==> src/rtl/ccip_intr_pkg.sv <==
// Shared CCI-P c1 channel types and interrupt scheduler definitions.
// Provides t_intr_state, MAX_INTR_VEC and the ccip_mk_intr_req() packet helper.
package ccip_intr_pkg;

  localparam int MAX_INTR_VEC = 4;
  localparam int INTR_ID_W    = $clog2(MAX_INTR_VEC);

  typedef enum logic [1:0] {
    INTR_IDLE     = 2'd0,
    INTR_PENDING  = 2'd1,
    INTR_INFLIGHT = 2'd2
  } t_intr_state;

  typedef enum logic [3:0] {
    eREQ_WRLINE_I = 4'h0,
    eREQ_WRLINE_M = 4'h1,
    eREQ_WRPUSH_I = 4'h2,
    eREQ_WRFENCE  = 4'h4,
    eREQ_INTR     = 4'h6
  } t_ccip_c1_req;

  typedef enum logic [3:0] {
    eRSP_WRLINE  = 4'h0,
    eRSP_WRFENCE = 4'h4,
    eRSP_INTR    = 4'h6
  } t_ccip_c1_rsp;

  typedef struct packed {
    logic [5:0]   rsvd2;
    logic [1:0]   vc_sel;
    logic         sop;
    logic         rsvd1;
    logic [1:0]   cl_len;
    t_ccip_c1_req req_type;
    logic [5:0]   rsvd0;
    logic [41:0]  address;
    logic [15:0]  mdata;
  } t_ccip_c1_ReqMemHdr;

  typedef struct packed {
    logic [11:0]  rsvd1;
    t_ccip_c1_req req_type;
    logic [61:0]  rsvd0;
    logic [1:0]   id;
  } t_ccip_c1_ReqIntrHdr;

  typedef struct packed {
    logic [1:0]   vc_used;
    logic         rsvd1;
    logic         hit_miss;
    logic         format;
    logic         rsvd0;
    logic [1:0]   cl_num;
    t_ccip_c1_rsp resp_type;
    logic [15:0]  mdata;
  } t_ccip_c1_RspMemHdr;

  typedef struct packed {
    logic [7:0]   rsvd1;
    t_ccip_c1_rsp resp_type;
    logic [13:0]  rsvd0;
    logic [1:0]   id;
  } t_ccip_c1_RspIntrHdr;

  typedef struct packed {
    t_ccip_c1_ReqMemHdr hdr;
    logic [511:0]       data;
    logic               valid;
  } t_if_ccip_c1_Tx;

  typedef struct packed {
    t_ccip_c1_RspMemHdr hdr;
    logic               rspValid;
  } t_if_ccip_c1_Rx;

  typedef struct packed {
    logic           c0TxAlmFull;
    logic           c1TxAlmFull;
    t_if_ccip_c1_Rx c1;
  } t_if_ccip_Rx;

  function automatic t_if_ccip_c1_Tx ccip_mk_intr_req(
    input logic [INTR_ID_W-1:0] id
  );
    t_ccip_c1_ReqIntrHdr h;
    t_if_ccip_c1_Tx      t;
    h          = '0;
    h.req_type = eREQ_INTR;
    h.id       = id;
    t          = '0;
    t.hdr      = t_ccip_c1_ReqMemHdr'(h);
    t.valid    = 1'b1;
    return t;
  endfunction

endpackage

==> src/rtl/ccip_intr_scheduler_rr_arbiter.sv <==
// Round-robin arbiter: grants the first request at or after ptr.
// Ports: req (N), ptr (PW) -> gnt (one-hot N), any.
module intr_rr_arbiter
  import ccip_intr_pkg::*;
#(
  parameter int N  = 4,
  parameter int PW = 2
) (
  input  logic [N-1:0]  req,
  input  logic [PW-1:0] ptr,
  output logic [N-1:0]  gnt,
  output logic          any
);

  logic [PW:0]   sum;
  logic [PW-1:0] idx;
  logic          found;

  always_comb begin
    gnt   = '0;
    found = 1'b0;
    sum   = '0;
    idx   = '0;
    for (int i = 0; i < N; i++) begin
      sum = {1'b0, ptr} + (PW+1)'(i);
      if (sum >= (PW+1)'(N))
        sum = sum - (PW+1)'(N);
      idx = sum[PW-1:0];
      if (!found && req[idx]) begin
        gnt[idx] = 1'b1;
        found    = 1'b1;
      end
    end
  end

  assign any = |req;

endmodule

==> src/rtl/ccip_intr_scheduler.sv <==
// Shares the CCI-P c1 Tx channel between user writes and NUM_VEC interrupts.
// Ports: Clk_400, SoftReset_n, cp2af_sRxPort, intr_req/enable, user_c1_tx/ready,
//   af2cp_c1_tx, intr_pending/inflight, spurious_ack, intr_timeout.
// Optional: define CCIP_INTR_TIMEOUT_EN for per-vector ack timeout + reissue.
module ccip_intr_scheduler
  import ccip_intr_pkg::*;
#(
  parameter int NUM_VEC     = 4,
  parameter int STARVE_MAX  = 16,
  parameter int TIMEOUT_CYC = 4096
) (
  input  logic               Clk_400,
  input  logic               SoftReset_n,
  input  t_if_ccip_Rx        cp2af_sRxPort,
  input  logic [NUM_VEC-1:0] intr_req,
  input  logic [NUM_VEC-1:0] intr_enable,
  input  t_if_ccip_c1_Tx     user_c1_tx,
  output logic               user_c1_ready,
  output t_if_ccip_c1_Tx     af2cp_c1_tx,
  output logic [NUM_VEC-1:0] intr_pending,
  output logic [NUM_VEC-1:0] intr_inflight,
  output logic               spurious_ack,
  output logic [NUM_VEC-1:0] intr_timeout
);

  localparam int PW = (NUM_VEC > 1) ? $clog2(NUM_VEC) : 1;
  localparam int SW = $clog2(STARVE_MAX + 1);

  t_intr_state         st_q [NUM_VEC];
  t_intr_state         st_d [NUM_VEC];
  logic [NUM_VEC-1:0]  rearm_q, rearm_d;
  logic [PW-1:0]       ptr_q, ptr_nxt;
  logic [SW-1:0]       starve_q;

  logic [NUM_VEC-1:0]  cand, gnt, issue;
  logic [NUM_VEC-1:0]  ack_vec, tmo_fire;
  logic                any_cand, slot, intr_win, user_acc;
  logic [INTR_ID_W-1:0] win_id, ack_id;
  logic                ack_valid, spur_evt;
  t_ccip_c1_RspIntrHdr rsp_intr;
  logic                rx_unused;

  assign rx_unused = ^cp2af_sRxPort;

  always_comb
    for (int v = 0; v < NUM_VEC; v++) begin
      cand[v]          = (st_q[v] == INTR_PENDING) && intr_enable[v];
      intr_pending[v]  = (st_q[v] == INTR_PENDING);
      intr_inflight[v] = (st_q[v] == INTR_INFLIGHT);
    end

  intr_rr_arbiter #(.N(NUM_VEC), .PW(PW)) u_arb (
    .req (cand),
    .ptr (ptr_q),
    .gnt (gnt),
    .any (any_cand)
  );

  always_comb begin
    win_id  = '0;
    ptr_nxt = ptr_q;
    for (int v = 0; v < NUM_VEC; v++)
      if (gnt[v]) begin
        win_id  = INTR_ID_W'(v);
        ptr_nxt = (v == NUM_VEC-1) ? '0 : PW'(v + 1);
      end
  end

  // User traffic wins the slot until a pending vector has waited STARVE_MAX
  assign slot     = !cp2af_sRxPort.c1TxAlmFull;
  assign intr_win = slot && any_cand &&
                    (!user_c1_tx.valid || starve_q == SW'(STARVE_MAX));
  assign user_c1_ready = SoftReset_n && slot && !intr_win;
  assign user_acc = user_c1_tx.valid && user_c1_ready;
  assign issue    = intr_win ? gnt : '0;

  assign rsp_intr  = t_ccip_c1_RspIntrHdr'(cp2af_sRxPort.c1.hdr);
  assign ack_id    = rsp_intr.id;
  assign ack_valid = cp2af_sRxPort.c1.rspValid &&
                     rsp_intr.resp_type == eRSP_INTR;

  always_comb
    for (int v = 0; v < NUM_VEC; v++)
      ack_vec[v] = ack_valid && (ack_id == INTR_ID_W'(v));

  // An ack naming no implemented vector is spurious as well
  assign spur_evt = (|(ack_vec & ~intr_inflight)) ||
                    (ack_valid && ack_vec == '0);

`ifdef CCIP_INTR_TIMEOUT_EN
  localparam int TW = $clog2(TIMEOUT_CYC + 1);
  logic [TW-1:0]      tcnt_q [NUM_VEC];
  logic [NUM_VEC-1:0] tflag_q;

  always_comb
    for (int v = 0; v < NUM_VEC; v++)
      tmo_fire[v] = intr_inflight[v] && !ack_vec[v] &&
                    tcnt_q[v] == TW'(TIMEOUT_CYC - 1);

  always_ff @(posedge Clk_400 or negedge SoftReset_n)
    if (!SoftReset_n) begin
      tflag_q <= '0;
      for (int v = 0; v < NUM_VEC; v++) tcnt_q[v] <= '0;
    end else begin
      tflag_q <= tflag_q | tmo_fire;
      for (int v = 0; v < NUM_VEC; v++)
        if (st_q[v] == INTR_INFLIGHT && st_d[v] == INTR_INFLIGHT)
          tcnt_q[v] <= tcnt_q[v] + TW'(1);
        else
          tcnt_q[v] <= '0;
    end

  assign intr_timeout = tflag_q;
`else
  logic [31:0] tmo_unused;
  assign tmo_unused   = TIMEOUT_CYC;
  assign tmo_fire     = '0;
  assign intr_timeout = '0;
`endif

  always_comb
    for (int v = 0; v < NUM_VEC; v++) begin
      st_d[v]    = st_q[v];
      rearm_d[v] = rearm_q[v];
      unique case (st_q[v])
        INTR_IDLE:
          if (intr_req[v]) st_d[v] = INTR_PENDING;
        INTR_PENDING:
          if (issue[v]) begin
            st_d[v]    = INTR_INFLIGHT;
            rearm_d[v] = intr_req[v];
          end
        INTR_INFLIGHT:
          if (ack_vec[v]) begin
            st_d[v]    = (intr_req[v] || rearm_q[v]) ?
                         INTR_PENDING : INTR_IDLE;
            rearm_d[v] = 1'b0;
          end else if (tmo_fire[v]) begin
            st_d[v]    = INTR_PENDING;
            rearm_d[v] = 1'b0;
          end else if (intr_req[v]) begin
            rearm_d[v] = 1'b1;
          end
        default: begin
          st_d[v]    = INTR_IDLE;
          rearm_d[v] = 1'b0;
        end
      endcase
    end

  always_ff @(posedge Clk_400 or negedge SoftReset_n)
    if (!SoftReset_n) begin
      for (int v = 0; v < NUM_VEC; v++) st_q[v] <= INTR_IDLE;
      rearm_q      <= '0;
      ptr_q        <= '0;
      starve_q     <= '0;
      spurious_ack <= 1'b0;
      af2cp_c1_tx  <= '0;
    end else begin
      for (int v = 0; v < NUM_VEC; v++) st_q[v] <= st_d[v];
      rearm_q <= rearm_d;
      if (intr_win) ptr_q <= ptr_nxt;
      if (intr_win || !any_cand)
        starve_q <= '0;
      else if (user_acc && starve_q != SW'(STARVE_MAX))
        starve_q <= starve_q + SW'(1);
      if (spur_evt) spurious_ack <= 1'b1;
      unique case (1'b1)
        intr_win: af2cp_c1_tx <= ccip_mk_intr_req(win_id);
        user_acc: af2cp_c1_tx <= user_c1_tx;
        default:  af2cp_c1_tx <= '0;
      endcase
    end

endmodule
==> config.mk <==
export PLATFORM = sky130hd
export DESIGN_NAME = ccip_intr_scheduler
export DESIGN_NICKNAME = d
export VERILOG_FILES = /design/src/rtl/ccip_intr_pkg.sv /design/src/rtl/ccip_intr_scheduler_rr_arbiter.sv /design/src/rtl/ccip_intr_scheduler.sv
export SDC_FILE = /design/constraint.sdc
export NUM_CORES = 1
export LEC_CHECK = 0
export CORE_AREA = 10 10 475 477
export DETAILED_ROUTE_END_ITERATION = 10
export DIE_AREA = 0 0 485 487
export PLACE_DENSITY = 0.38
export SLEW_MARGIN = 20
export SYNTH_ARGS = -nofsm -noshare
export SYNTH_HDL_FRONTEND = slang
export SYNTH_SLANG_ARGS = --single-unit
==> constraint.sdc <==
create_clock -name Clk_400 -period 6.7 [get_ports Clk_400]
set_clock_uncertainty 0.15 [all_clocks]
set_input_delay 0.67 -clock Clk_400 [delete_from_list [all_inputs] [get_ports Clk_400]]
set_output_delay 0.67 -clock Clk_400 [all_outputs]
set_load 0.03 [all_outputs]
* Word-level counts from Yosys, hierarchy flattened
Index checks and enable logic that the tools add are counted.
** Word-level totals
- Bits in registers :: 613
- Output and inout port bits :: 607
- Logic and storage cells :: 211
** Operators by class
- $add $sub $neg :: 8
- Order comparisons :: 12
- Eq/ne operators :: 30
- Muxes and demuxes :: 74
- Bitwise gates (word level) :: 9
- Reduce and logical (&&, ||, !) cells :: 56
** Operators by type and width (number)
- $pmux 593 s2 :: 1
- $mux 2 :: 22
- $mux 1 :: 28
- $pmux 2 s3 :: 4
- $reduce_and 3->1 :: 8
- $logic_and 1x1->1 :: 23
- $mux 4 :: 5
- $ne 2x1->1 const B :: 8
- $eq 2x2->1 const B :: 6
- $lt 2x3->1 const B :: 4
- $ne 3x2->1 const B :: 4
- $or 4x4->4 :: 3
- $pmux 1 s3 :: 4
- $eq 2x1->1 const B :: 5
- $logic_not 2->1 :: 5
- $mux 5 :: 2
- $ge 3x3->1 const B :: 3
- $bmux 1 s2 :: 4
- $demux 1 s2 :: 4
- $ge 2x1->1 const B :: 4
- $ne 2x2->1 const B :: 4
- $reduce_or 4->1 :: 2
- $sub 2x1->2 const B :: 4
- $logic_not 1->1 :: 7
- other kinds (15) :: 25

* Depth between registers and ports, before layout
Gate-level depths: netlist (run 1).
- Depth in word-level cells :: 18
- Depth in mapped cells :: 10
- Gate-level depth less buffers :: 9

* Hierarchy
A second synthesis (run 1) with hierarchy kept.
** Unflattened totals
- Cells, all modules :: 1482
- Area, all modules :: 20821.2 sq um
** Modules (own cells, without submodules)
- ccip_intr_scheduler :: instances 1, cells each 1445, area an instance 20475.9 sq um, sequential area each 15339.7 sq um
- intr_rr_arbiter :: instances 1, cells each 37, area an instance 345.3 sq um, sequential area each 0.0 sq um

* Least setup slack after synthesis (run 1)
Ideal clock, no wire load.
- Path type :: reg2out
- Start :: register st_q[3] (netlist bit)
- End :: output user_c1_ready
- Arrival time :: 2.510 ns
- Path slack :: 3.370 ns
- Cell stages (with the launch flop) :: 8
- Path buffers :: 2
- Cell sequence :: dfrtp_1 -> inv_1 -> ha_1 -> buf_2 -> a222oi_1 -> a21boi_1 -> clkbuf_1 -> nor3b_1
** On the way
- Longest elaborated chain between the ends :: 7
** Ends and longest elaborated chain
- from (decl) :: line ccip_intr_scheduler.sv:29 : t_intr_state st_q [NUM_VEC];
- $eq 2x1->1
- via intr_pending[2] :: line ccip_intr_scheduler.sv:20 : output logic [NUM_VEC-1:0] intr_pending,
- $logic_and 1x1->1 :: line ccip_intr_scheduler.sv:47 : cand[v] = (st_q[v] == INTR_PENDING) && intr_enable[v];
- $reduce_or 4->1 :: line ccip_intr_scheduler_rr_arbiter.sv:36 : assign any = |req;
- $logic_and 1x1->1 (2 in a row) :: line ccip_intr_scheduler.sv:71 : assign intr_win = slot && any_cand &&
- $logic_not 1->1 :: line ccip_intr_scheduler.sv:73 : assign user_c1_ready = SoftReset_n && slot && !intr_win;
- $logic_and 1x1->1 :: line ccip_intr_scheduler.sv:73
- to (decl) :: line ccip_intr_scheduler.sv:18 : output logic user_c1_ready,
The timed path passes the listed nets, and every way through them passes these cells.

* Final worst setup path (run 1)
- Start :: register st_q[3] (netlist bit)
- End :: output user_c1_ready
** On the way
- Longest elaborated chain between the ends :: 7
** Ends and longest elaborated chain (line)
- $eq 2x1->1 :: ccip_intr_scheduler.sv:47
- $logic_and 1x1->1 :: ccip_intr_scheduler.sv:47
- $reduce_or 4->1 :: ccip_intr_scheduler_rr_arbiter.sv:36
- $logic_and 1x1->1 (2 in a row) :: ccip_intr_scheduler.sv:71
- $logic_not 1->1 :: ccip_intr_scheduler.sv:73
- $logic_and 1x1->1 :: ccip_intr_scheduler.sv:73
No other way between the ends.

==> results of run 1 <==
flip-flops by register name, indices dropped and copies added (netlist names):
register and flops:
af2cp_c1_tx 593, st_q 8, starve_q 5, rearm_q 4
ptr_q 2, spurious_ack 1
report_power, final:
part           leakage (nW)  switching, mW  internal (mW)
Combinational          7.00           1.05          0.877
Sequential             8.41          0.109           3.87
Clock                  1.44           1.96           2.86
path summary, 6_finish.rpt:
| check | slack [ns] | endpoint | depth (start not counted) | from |
|---|---|---|---|---|
| max | 2.50 | user_c1_ready | 7 | st_q[3]$_DFFE_PN0P_ |
| min | 0.30 | starve_q[4]$_DFFE_PN0P_ | 2 | SoftReset_n |
| max reg2reg | 3.00 | st_q[2]$_DFFE_PN0P_ | 7 | ptr_q[0]$_DFFE_PN0P_ |
| min reg2reg | 0.33 | rearm_q[0]$_DFFE_PN0P_ | 1 | rearm_q[0]$_DFFE_PN0P_ |
| max in group asynchronous | 3.88 | af2cp_c1_tx[541]$_DFF_PN0_ | 5 | SoftReset_n |
| min in group Clk_400 | 0.33 | rearm_q[0]$_DFFE_PN0P_ | 1 | rearm_q[0]$_DFFE_PN0P_ |
cell type report:
type                       count  share of cell area
timing repair buffer        1234               0.313
inverter                      17             0.00162
tap                         2854              0.0904
antenna                       35             0.00222
multi-input combinational    774               0.130
clock inverter                35              0.0120
sequential                   613               0.388
clock buffer                 120              0.0623
logic make-up after synthesis:
group / after synthesis
compound gates: 55
xor+xnor: 4
fa+ha+maj: 30
buf+inv: 89
flops: 613
mux: 16
other cells: 1
simple gates: 665
metrics by stage:
stage	std cells	utilization	total power, mW	area [sq um]	hold slack (ns)
after floorplan	1476	-	4.89	20800	0.224
after global placement	5491	0.169	6.01	36500	0.320
after detailed placement	5491	0.169	6.02	36500	0.320
after CTS	5647	0.182	11.0	39400	0.195
after global routing	5662	0.183	11.3	39500	0.233
final	5682	0.183	10.7	39500	0.299
cells in the final DEF (no fill, tap or decap), types with 3 or more instances in the layout:
| master | count |
|---|---|
| a211oi_1 | 4 |
| a21boi_0 | 4 |
| a21o_1 | 3 |
| a21oi_1 | 10 |
| and2_1 | 594 |
| and3_1 | 4 |
| and4_1 | 3 |
| buf_12 | 5 |
| buf_4 | 15 |
| bufinv_16 | 7 |
| clkbuf_1 | 18 |
| clkbuf_16 | 88 |
| clkbuf_8 | 14 |
| clkdlybuf4s50_1 | 1212 |
| clkinv_2 | 14 |
| clkinv_4 | 3 |
| clkinvlp_4 | 3 |
| conb_1 | 4 |
| dfrtp_1 | 613 |
| diode_2 | 35 |
| ha_1 | 30 |
| inv_1 | 17 |
| inv_16 | 3 |
| inv_6 | 3 |
| mux2_1 | 3 |
| mux2_2 | 9 |
| mux4_2 | 4 |
| nand2_1 | 22 |
| nand2b_1 | 3 |
| nand3_1 | 3 |
| nand4_1 | 4 |
| nor2_1 | 16 |
| o21ai_0 | 14 |
| o31a_1 | 3 |
| o41ai_1 | 3 |
| xor2_1 | 3 |
per-layer routing:
| layer | share of wire | vias up |
|---|---|---|
| li1 | - | 7141 |
| met1 | 0.35 | 8187 |
| met2 | 0.46 | 1096 |
| met3 | 0.14 | 308 |
| met4 | 0.037 | 70 |
| met5 | 0.0028 | - |
timing repair:
action                                  CTS  global route
hold endpoints to repair                 31             0
endpoints found under the setup margin    0             0
hold buffers                              1             0
==> flow_metrics.tcl, run 1 <==
set metrics [dict create \
    period_needed_ns 4.20 \
    vias_per_cell 2.96 \
    synth_simple_gate_area_frac 0.197 \
    wl_per_cell_microns 27.6 \
    final-setup-viol-count 0 \
    yosysMostFrequentCell "dfrtp_1" \
    via_count 16802 \
    outcome "complete, no violations" \
    path_clk_slew_ns 0.05 \
    cts_setup_buffers 0 \
    cts_inserted_buffers 87 \
    relSlewSlack 0.377 \
    fill_cells 23766 \
    path_cells "inv_1 > ha_1 > a222oi_1 > a21boi_1 > buf_4 > nor3b_1 > clkdlybuf4s50_1" \
    cts_buffer_depth 3 \
    ctsResizeCount 0 \
    dpl.hpwl_microns 132000 \
    area_delta_synth_final_pct 89.8 \
    met3_usage 0.0803 \
    antenna_found_initial 171 \
    hold_viol_final 0 \
    maxCapViolations 0 \
    avgSynthCellArea_sq_um 14.1 \
    fmax_mhz 238 \
    yosys.area.top_type "dfrtp_1" \
    max_stage_delay_ns 0.73 \
    top_usage_layer "met2" \
    ys_types 51 \
    synth_adder_area_share 0.0180 \
    synthTopCellsByCount "dfrtp_1, and2_1, clkbuf_1, ha_1, nand2_1" \
    drc 0 \
    grt_use_met2 0.204 \
    use_met1 0.135 \
    worst_slew_pin_slew_ns 0.935 \
    pre_cts_ws_ns 2.58 \
    cp-start-kind "flip-flop" \
    grt_pass1_wl_microns 198000 \
    die_x_microns 485 \
    grt_usage 0.127 \
    clock_sinks 613 \
    seq_area_frac_synth 0.737 \
    start_util 0.0963 \
    grt_max_degree 161 \
    yosysWarnings 0 \
    critPathKind "flip-flop to output port" \
    cts_tree "yes" \
    die_area_sq_um 236000 \
    synth-main-ff-cell "dfrtp_1" \
    drt_iter0_markers 822 \
    die_height_microns 487 \
    synthTopCellsByArea "dfrtp_1, and2_1, ha_1, clkbuf_1, mux2_2" \
    ant_nets 0 \
    rows 171 \
    first_global_vias 17974 \
    synth_seq_cells 613 \
    cpMaxStageDelayCell "clkdlybuf4s50_1" \
    peakVddDrop_mv 0.198 \
    final_layout_size_suffix_gt1_frac 0.0634 \
    gp_congestion 0.856 \
    synth_top_family_by_area "simple AND/OR/NAND/NOR gates" \
    syn-instance-count 1473 \
    firstDrtPassIters 6 \
    required_ns 5.88 \
    portBuffers 1213 \
    clock_latency_ns 0.69 \
    p_per_area_nw_per_um2 271 \
    cp_num_buf_inv 3 \
    grt_overflow_total 0 \
    holdCritPathClass "input port to async pin" \
    grt_setup_unrepaired "false" \
    syn_area_sq_um 20800 \
    leakagePower_nw 16.8 \
    worstPathMaxFanout 16 \
    coreArea_sq_um 216000 \
    arrival_ns 3.38 \
    synth_edf_count 0 \
    crit_family "buffers and inverters" \
    ff_latch_area_sq_um 15300 \
    yosysTopAreaCellShare 0.737 \
    fin_crit_sh 0.628 \
    htreeDepth 3 \
    ioPinCount 1241 \
    wl_microns 157000 \
    async_flop_share 1.00 \
    drv_slew 0 \
    cts_root_buf "clkbuf_16" \
    fin_nets 3391 \
    setup_ws_ns 2.50 \
    end_kind "output port" \
    synth_compound_area_frac 0.0188 \
    synth_xor_area_frac 0.00168 \
    multi_input_comb_area_sq_um 5140 \
    setup_tns_ns 0 \
    synth_mux_area_frac 0.0108 \
]
Power figures use the tool's default switching activity.
==> run 2, diff against run 1 <==
CORE_AREA = 10 10 473 475   (was 10 10 475 477)
DIE_AREA = 0 0 483 485   (was 0 0 485 487)
clock period = 3.9 ns   (was 6.7 ns; I/O delays follow)
==> flow_metrics.tcl, run 2 (synthesis gave the netlist of run 1 again) <==
set metrics [dict create \
    htreeDepth 3 \
    grt_pass1_wl_microns 199000 \
    wl_microns 157000 \
    crit_path_start "st_q[1]$_DFFE_PN0P_" \
    arrival_ns 3.15 \
    vias_per_cell 2.97 \
    grt_overflow_total 0 \
    outcome "complete, no violations" \
    cts_inserted_buffers 84 \
    worstPathMaxFanout 8 \
    leakagePower_nw 17.2 \
    required_ns 3.36 \
    p_per_area_nw_per_um2 459 \
    largest_register_ffs 593 \
    wl_per_cell_microns 27.3 \
    reg_top3 "af2cp_c1_tx (593), st_q (8), starve_q (5)" \
    via_count 17082 \
    relSlewSlack 0.408 \
    grt_max_degree 128 \
    final-setup-viol-count 0 \
    rows 170 \
    setup_tns_ns 0 \
    top_register "af2cp_c1_tx" \
    path_clk_slew_ns 0.06 \
    hold_path.startpoint "user_c1_tx[313]" \
    cp-start-kind "flip-flop" \
    maxCapViolations 0 \
    period_needed_ns 3.69 \
    area_delta_synth_final_pct 93.7 \
    gp_congestion 0.866 \
    ant_nets 0 \
    worst_slew_pin_slew_ns 0.885 \
    fin_crit_sh 0.946 \
    portBuffers 1213 \
    final_cell_mix "clkdlybuf4s50_1, dfrtp_1, and2_1" \
    holdCritPathClass "input port to flip-flop" \
    layout_commonest_cell "clkdlybuf4s50_1" \
    cts_root_buf "clkbuf_16" \
    cts_buffer_depth 3 \
    r2r_start "st_q[7]$_DFFE_PN0P_" \
    fin_nets 3470 \
    first_global_vias 18466 \
    ctsResizeCount 0 \
    total_power_mw 18.5 \
    die_area_sq_um 234000 \
    coreArea_sq_um 214000 \
    ioPinCount 1241 \
    critPathKind "flip-flop to output port" \
    hold_viol_final 0 \
    clock_latency_ns 0.69 \
    die_x_microns 483 \
    fmax_mhz 271 \
    drv_slew 0 \
    firstDrtPassIters 5 \
    cts_tree "yes" \
    grt_setup_unrepaired "false" \
    drc 0 \
    end_kind "output port" \
    start_util 0.0973 \
    peakVddDrop_mv 0.366 \
    drt_iter0_markers 920 \
    die_height_microns 485 \
    final_layout_size_suffix_gt1_frac 0.0628 \
    clock_sinks 613 \
    antenna_found_initial 186 \
    grt_usage 0.129 \
    dpl.hpwl_microns 133000 \
]
run 2: cell count changes in the layout (fill, tap and decap cells not counted), moves of 2 or more:
cell	change
diode_2	+4
clkinv_4	-2
bufinv_16	+5
clkbuf_8	-4
clkbuf_16	-3
clkbuf_1	+6
buf_12	+7
buf_4	+9
dlygate4sd3_1	+66
clkinv_2	-7
run 2: report_power, final:
group | switching, mW | internal [mW]
Clock | 3.23 | 5.01
Combinational | 1.86 | 1.61
Sequential | 0.146 | 6.66
Total | 5.24 | 13.3
run 2: area by class of cell:
cell class	instances	area, sq um
Clock buffer	119	2350
Timing Repair Buffer	1316	13200
Inverter	17	63.8
Antenna cell	39	97.6
Fill cell	23480	174000
Clock inverter	29	534
Multi-Input combinational cell	774	5140
Tap cell	2838	3550
Sequential cell	613	15300
run 2: layer usage:
| metal | GRT usage | vias up | wire [microns] |
|---|---|---|---|
| li1 | - | 7300 | - |
| met1 | 0.142 | 8254 | 59100 |
| met2 | 0.202 | 1120 | 70200 |
| met3 | 0.0828 | 324 | 21400 |
| met4 | 0.0425 | 84 | 5270 |
| met5 | 0 | - | 541 |
run 2: final timing paths:
check | end | slack [ns] | depth (start not counted)
max | user_c1_ready | 0.21 | 7
min | af2cp_c1_tx[313]$_DFF_PN0_ | 0.1 | 2
max reg2reg | rearm_q[1]$_DFFE_PN0P_ | 0.67 | 10
min reg2reg | rearm_q[0]$_DFFE_PN0P_ | 0.34 | 1
max in group asynchronous | af2cp_c1_tx[136]$_DFF_PN0_ | 2.06 | 4
min in group asynchronous | af2cp_c1_tx[370]$_DFF_PN0_ | 0.21 | 3
run 2: through the flow:
| step | worst slack, ns | utilization | hold WS [ns] | std cells | area [sq um] |
|---|---|---|---|---|---|
| global placement | 0.605 | 0.171 | 0.131 | 5490 | 36700 |
| finish | 0.210 | 0.188 | 0.0971 | 5745 | 40300 |
| floorplan | 0.849 | - | -0.0556 | 1476 | 20800 |
| global route | 0.0580 | 0.188 | 0.0238 | 5718 | 40300 |
| CTS | 0.0273 | 0.188 | 0.000447 | 5705 | 40200 |
| detailed placement | 0.620 | 0.171 | 0.131 | 5490 | 36700 |
run 2: worst max-delay path, cell delays in order, from the launching register on:
cell and delay, ns:
dfrtp_1 0.41, inv_1 0.11, ha_1 0.31, a222oi_1 0.37, buf_4 0.19, a21boi_1 0.07
nor3b_1 0.23, clkdlybuf4s50_1 0.76
run 2: repair_timing:
item / in CTS / in global routing
setup endpoints to repair: 0 / 1
setup buffers: 0 / 1
endpoints found under the hold margin: 170 / 0
hold buffers: 67 / 0
